--- config.mk ---
export PLATFORM = sky130hd
export DESIGN_NAME = vec_exec
export DESIGN_NICKNAME = d
export VERILOG_FILES = /design/src/rtl/vec_exec.sv
export SDC_FILE = /design/constraint.sdc
export NUM_CORES = 2
export LEC_CHECK = 0
export ABC_CLOCK_PERIOD_IN_PS = 12750
export CORE_UTILIZATION = 59
export CTS_BUF_LIST = sky130_fd_sc_hd__clkbuf_8
export DETAILED_ROUTE_END_ITERATION = 8
export PLACE_DENSITY = 0.84
export RECOVER_POWER = 25
export SLEW_MARGIN = 25
export SYNTH_ARGS = -nofsm -noshare
export SYNTH_HDL_FRONTEND = slang
export SYNTH_SLANG_ARGS = --single-unit
--- constraint.sdc ---
create_clock -name clk -period 12.75 [get_ports clk]
set_clock_uncertainty 0.2 [all_clocks]
set_input_delay 2.55 -clock clk [delete_from_list [all_inputs] [get_ports clk]]
set_output_delay 2.55 -clock clk [all_outputs]
set_load 0.005 [all_outputs]
--- src/rtl/vec_exec.sv ---
// rtl/vec_exec.sv - vector execute stage streaming one result element per cycle to write-back
// Latches a whole vector instruction, then emits op(a[i], b[i]) for i = 0..vl-1 over valid/ready.
module vec_exec #(
   parameter int DATA_W = 32,
   parameter int VLEN   = 8,
   parameter int IDX_W  = 3,
   parameter int REG_W  = 5
) (
   input  logic                     clk,
   input  logic                     reset,
   input  logic                     issue_valid,
   output logic                     issue_ready,
   input  logic [2:0]               issue_op,
   input  logic [REG_W-1:0]         issue_vd,
   input  logic [IDX_W:0]           issue_vl,
   input  logic [DATA_W*VLEN-1:0]   issue_src_a,
   input  logic [DATA_W*VLEN-1:0]   issue_src_b,
   output logic                     wb_valid,
   input  logic                     wb_ready,
   output logic [REG_W-1:0]         wb_vd,
   output logic [IDX_W-1:0]         wb_idx,
   output logic [DATA_W-1:0]        wb_data,
   output logic                     wb_last,
   output logic                     busy
);

   localparam logic [0:0]     ST_IDLE = 1'b0;
   localparam logic [0:0]     ST_EXEC = 1'b1;
   localparam logic [IDX_W:0] VLEN_C  = (IDX_W+1)'(VLEN);
   localparam logic [IDX_W:0] VL_ONE  = (IDX_W+1)'(1);

   logic [0:0]              state_q, state_d;
   logic [2:0]              op_q, op_d;
   logic [IDX_W:0]          vl_q, vl_d;
   logic [IDX_W:0]          cnt_q, cnt_d;
   logic [DATA_W*VLEN-1:0]  src_a_q, src_a_d;
   logic [DATA_W*VLEN-1:0]  src_b_q, src_b_d;
   logic                    wb_valid_q, wb_valid_d;
   logic [REG_W-1:0]        wb_vd_q, wb_vd_d;
   logic [IDX_W-1:0]        wb_idx_q, wb_idx_d;
   logic [DATA_W-1:0]       wb_data_q, wb_data_d;
   logic                    wb_last_q, wb_last_d;

   logic                    accept;
   logic                    advance;
   logic [IDX_W:0]          vl_eff;
   logic [2:0]              sel_op;
   logic [DATA_W*VLEN-1:0]  sel_a, sel_b;
   logic [IDX_W-1:0]        sel_idx;
   logic [DATA_W-1:0]       a_elems [VLEN];
   logic [DATA_W-1:0]       b_elems [VLEN];
   logic [DATA_W-1:0]       alu_res;

   function automatic logic [DATA_W-1:0] alu(input logic [2:0] op,
                                             input logic [DATA_W-1:0] a,
                                             input logic [DATA_W-1:0] b);
      case (op)
         3'd0:    return a + b;
         3'd1:    return a - b;
         3'd2:    return a & b;
         3'd3:    return a | b;
         3'd4:    return a ^ b;
         3'd5:    return a * b;
         3'd6:    return ($signed(a) < $signed(b)) ? a : b;
         default: return ($signed(a) > $signed(b)) ? a : b;
      endcase
   endfunction

   always_comb begin
      accept  = issue_valid && (state_q == ST_IDLE);
      advance = (state_q == ST_EXEC) && (!wb_valid_q || wb_ready);
      vl_eff  = (issue_vl > VLEN_C) ? VLEN_C : issue_vl;

      // Element 0 is computed straight from the issue bus so it lands one cycle after accept.
      sel_op  = accept ? issue_op    : op_q;
      sel_a   = accept ? issue_src_a : src_a_q;
      sel_b   = accept ? issue_src_b : src_b_q;
      sel_idx = accept ? '0          : cnt_q[IDX_W-1:0];
      for (int i = 0; i < VLEN; i++) begin
         a_elems[i] = sel_a[i*DATA_W +: DATA_W];
         b_elems[i] = sel_b[i*DATA_W +: DATA_W];
      end
      alu_res = alu(sel_op, a_elems[sel_idx], b_elems[sel_idx]);

      state_d    = state_q;
      op_d       = op_q;
      vl_d       = vl_q;
      cnt_d      = cnt_q;
      src_a_d    = src_a_q;
      src_b_d    = src_b_q;
      wb_valid_d = wb_valid_q;
      wb_vd_d    = wb_vd_q;
      wb_idx_d   = wb_idx_q;
      wb_data_d  = wb_data_q;
      wb_last_d  = wb_last_q;

      if (accept) begin
         op_d    = issue_op;
         vl_d    = vl_eff;
         src_a_d = issue_src_a;
         src_b_d = issue_src_b;
         if (vl_eff != '0) begin
            state_d    = ST_EXEC;
            wb_valid_d = 1'b1;
            wb_vd_d    = issue_vd;
            wb_idx_d   = '0;
            wb_data_d  = alu_res;
            wb_last_d  = (vl_eff == VL_ONE);
            cnt_d      = VL_ONE;
         end
      end else if (advance) begin
         if (cnt_q < vl_q) begin
            wb_valid_d = 1'b1;
            wb_idx_d   = cnt_q[IDX_W-1:0];
            wb_data_d  = alu_res;
            wb_last_d  = ((cnt_q + VL_ONE) == vl_q);
            cnt_d      = cnt_q + VL_ONE;
         end else begin
            // Last element just handshook: drain and release the issue side.
            wb_valid_d = 1'b0;
            wb_last_d  = 1'b0;
            state_d    = ST_IDLE;
         end
      end
   end

   always_ff @(posedge clk) begin
      if (!reset) begin
         state_q    <= ST_IDLE;
         op_q       <= '0;
         vl_q       <= '0;
         cnt_q      <= '0;
         src_a_q    <= '0;
         src_b_q    <= '0;
         wb_valid_q <= 1'b0;
         wb_vd_q    <= '0;
         wb_idx_q   <= '0;
         wb_data_q  <= '0;
         wb_last_q  <= 1'b0;
      end else begin
         state_q    <= state_d;
         op_q       <= op_d;
         vl_q       <= vl_d;
         cnt_q      <= cnt_d;
         src_a_q    <= src_a_d;
         src_b_q    <= src_b_d;
         wb_valid_q <= wb_valid_d;
         wb_vd_q    <= wb_vd_d;
         wb_idx_q   <= wb_idx_d;
         wb_data_q  <= wb_data_d;
         wb_last_q  <= wb_last_d;
      end
   end

   assign issue_ready = (state_q == ST_IDLE);
   assign busy        = (state_q == ST_EXEC);
   assign wb_valid    = wb_valid_q;
   assign wb_vd       = wb_vd_q;
   assign wb_idx      = wb_idx_q;
   assign wb_data     = wb_data_q;
   assign wb_last     = wb_last_q;

endmodule

==> results.json <==
{
  "status": "complete, but fails checks",
  "failed_checks": "capacitance limit, slew limit",
  "placementRows": 102,
  "drive_above_1_share_pct": 7.548,
  "syn_inst": 5497,
  "report.final.slew_viol_count": 548,
  "avgViaCountPerCell": 6.188,
  "io_buffers": 571,
  "cp.arrival_ps": 12620,
  "layout_common_cells": "1,356 x nand2_1, 569 x clkdlybuf4s50_1, 564 x dfxtp_1",
  "htreeDepth": 3,
  "dieHeight_um": 281.4,
  "cts-buffers-inserted": 95,
  "ys.flop_type": "dfxtp_1",
  "max_clock_freq_mhz": 82.63,
  "critPathMaxStageDelay_ps": 1080,
  "path_max_fanout": 27,
  "grt_pass1_vias": 42883,
  "whs_ps": 263.4,
  "reg2reg_depth": 31,
  "grt-ovfl-total": 0,
  "min_period_over_period_pct": 94.92,
  "route.detailed.drc": 0,
  "critPathKind": "in2reg",
  "final_nets": 7100,
  "ant_nets": 0,
  "synth.avg_cell_area_um2": 8.380,
  "setup_viol": 0,
  "initial_core_util_pct": 59.56,
  "crit_cells": 32,
  "rsz0062_at_grt": "false",
  "die_area_um2": 79200,
  "cp_top_family": "adder cells",
  "final.setup.worst_slack_ps": 647.2,
  "drtPass1Iterations": 7,
  "ys_seq_area_share_pct": 24.60,
  "tightest_slew_ps": 8897,
  "dp_hpwl_um": 147400,
  "grt_pass1_wl_um": 277200,
  "grt_max_degree": 257,
  "cts_hold_buffers": 0,
  "clkSinkCount": 566,
  "holdCritPathClass": "reg2reg",
  "relSlewSlack_pct": -493.1,
  "area_delta_synth_final_pct": 19.08,
  "synth_largest_area_cell": "dfxtp_1",
  "wl_per_cell_um": 27.16,
  "final_common_cell": "nand2_1",
  "path_clk_slew_ps": 70,
  "netlist_area_um2": 46060,
  "pre_cts_slack_ps": 365.5,
  "postCtsSetupBuffers": 0,
  "clockBufferDepth": 3,
  "worstHoldPathCells": 2,
  "io_pins": 572,
  "gp_congestion": 1.099,
  "yosysWarnings": 0,
  "hold_viol": 0,
  "synth_top_area_share_pct": 24.60,
  "crit_slowest_cell": "clkbuf_1",
  "synthArstFlopShare_pct": 0,
  "fin_area_um2": 54850,
  "power_density_nw_per_um2": 188.5,
  "leakage_nw": 23.24,
  "grt_antenna_before_repair": 53,
  "cp-end-kind": "flop",
  "layout_min_cycle_time_ps": 12100,
  "yosys.cell_types.count": 83,
  "synthTopCellsByArea": "dfxtp_1 25%, fa_1 18%, nand2_1 11%",
  "ys_ff_latch": 566,
  "root_buffer": "clkbuf_8",
  "core_um2": 77340,
  "cts_tree": "done",
  "path_common_cell": "xnor2_1",
  "setup.worst_path.start_class": "primary input",
  "num_vias": 44004,
  "worstSkewPairLatency_ps": 790,
  "cts_resized": 0,
  "ir_drop_mv": 0.3259,
  "wl_um": 193100,
  "die_w_um": 281.4,
  "power_mw": 10.34,
  "maxCapViolations": 4,
  "placed_area_um2": 52760,
  "grt.total_usage_pct": 48.20,
  "drt-initial-drc-count": 5648,
  "critical_path_required_ps": 13270,
  "crit_buf_inv": 7,
  "fin_setup_tns_ps": 0,
  "synth_edf_count": 0,
  "synth_nets": 6659
}
## worst paths after layout
kind / startpoint / endpoint / slack (ps)
worst max-delay path: issue_valid / wb_data[31] / 650
worst min-delay path: src_b_q[75] / src_b_q[75] / 260
worst max register to register: busy / wb_data[31] / 2140
worst min register to register: src_b_q[75] / src_b_q[75] / 260
## synth_stat cells, types with 23 or more instances
library cell / count
ha_1: 224
o21a_1: 34
mux4_2: 110
a22oi_1: 29
a221oi_1: 30
mux2i_1: 94
nor2_1: 451
nor3_1: 23
clkbuf_1: 280
xnor2_1: 92
a21boi_0: 535
fa_1: 410
a31oi_1: 23
nor2b_1: 29
nand2_1: 1356
a21oi_1: 131
buf_2: 43
inv_1: 520
buf_1: 35
nand3_1: 23
dfxtp_1: 566
o21ai_0: 128
## power breakdown
part           switching [mW]  total (mW)  internal (mW)
sequential             0.0816        1.98           1.89
clock                   0.799        1.70          0.903
combinational            4.11        6.66           2.55
total                    4.99        10.3           5.35
## flip-flops by register name, indices dropped and copies added, names as in the netlist
signal / flops
wb_idx: 3
wb_valid: 1
src_b_q: 256
wb_data: 32
vl_q: 4
cnt_q: 4
wb_vd: 5
src_a_q: 256
busy: 1
wb_last: 1
op_q: 3
## layout make-up
class / count / area, µm²
Multi-Input combinational cell: 4014 / 31160
Fill cell: 6020 / 22490
Sequential cell: 566 / 11340
Timing Repair Buffer: 724 / 6903
Inverter: 537 / 2017
Clock buffer: 118 / 1624
Tap cell: 1040 / 1301
Clock inverter: 56 / 362.8
Antenna cell: 56 / 140.1
## through the flow
step | instances | utilization [%]
after floorplan | 5497 | -
after global placement | 6880 | 68.22
after detailed placement | 6880 | 68.22
after CTS | 7054 | 70.79
after global routing | 7100 | 70.89
final | 7111 | 70.92
## worst register-to-register path: cells and delay by family, from the launching register on
family,cells,cell delay (ps)
adder cells (fa/ha/maj),8,3740
AND/OR/NAND/NOR,3,860
buffers and inverters,6,1840
flip-flops,1,800
XOR/XNOR,10,2100
AO/OA/AOI/OAI,4,1120
## cells by family (layout without fill, tap and decap cells)
| family | count (synthesis) | in the layout | synth area share, % |
|---|---|---|---|
| multiplexers | 209 | 209 | 7.567 |
| AND/OR/NAND/NOR | 1951 | 1951 | 16.62 |
| AO/OA/AOI/OAI | 1105 | 1105 | 17.18 |
| adder cells (fa/ha/maj) | 634 | 634 | 23.90 |
| XOR/XNOR | 115 | 115 | 2.235 |
| other | 0 | 56 | 0 |
| buffers and inverters | 917 | 1435 | 7.899 |
| flip-flops | 566 | 566 | 24.60 |
## layer usage
metal,vias up,GRT usage [%],wire length (µm)
met5,-,0,76
met2,3078,70.99,83010
met3,841,13.85,24680
li1,18850,-,-
met1,21223,59.49,67930
met4,12,37.57,17410
Power figures use the tool's default switching activity.
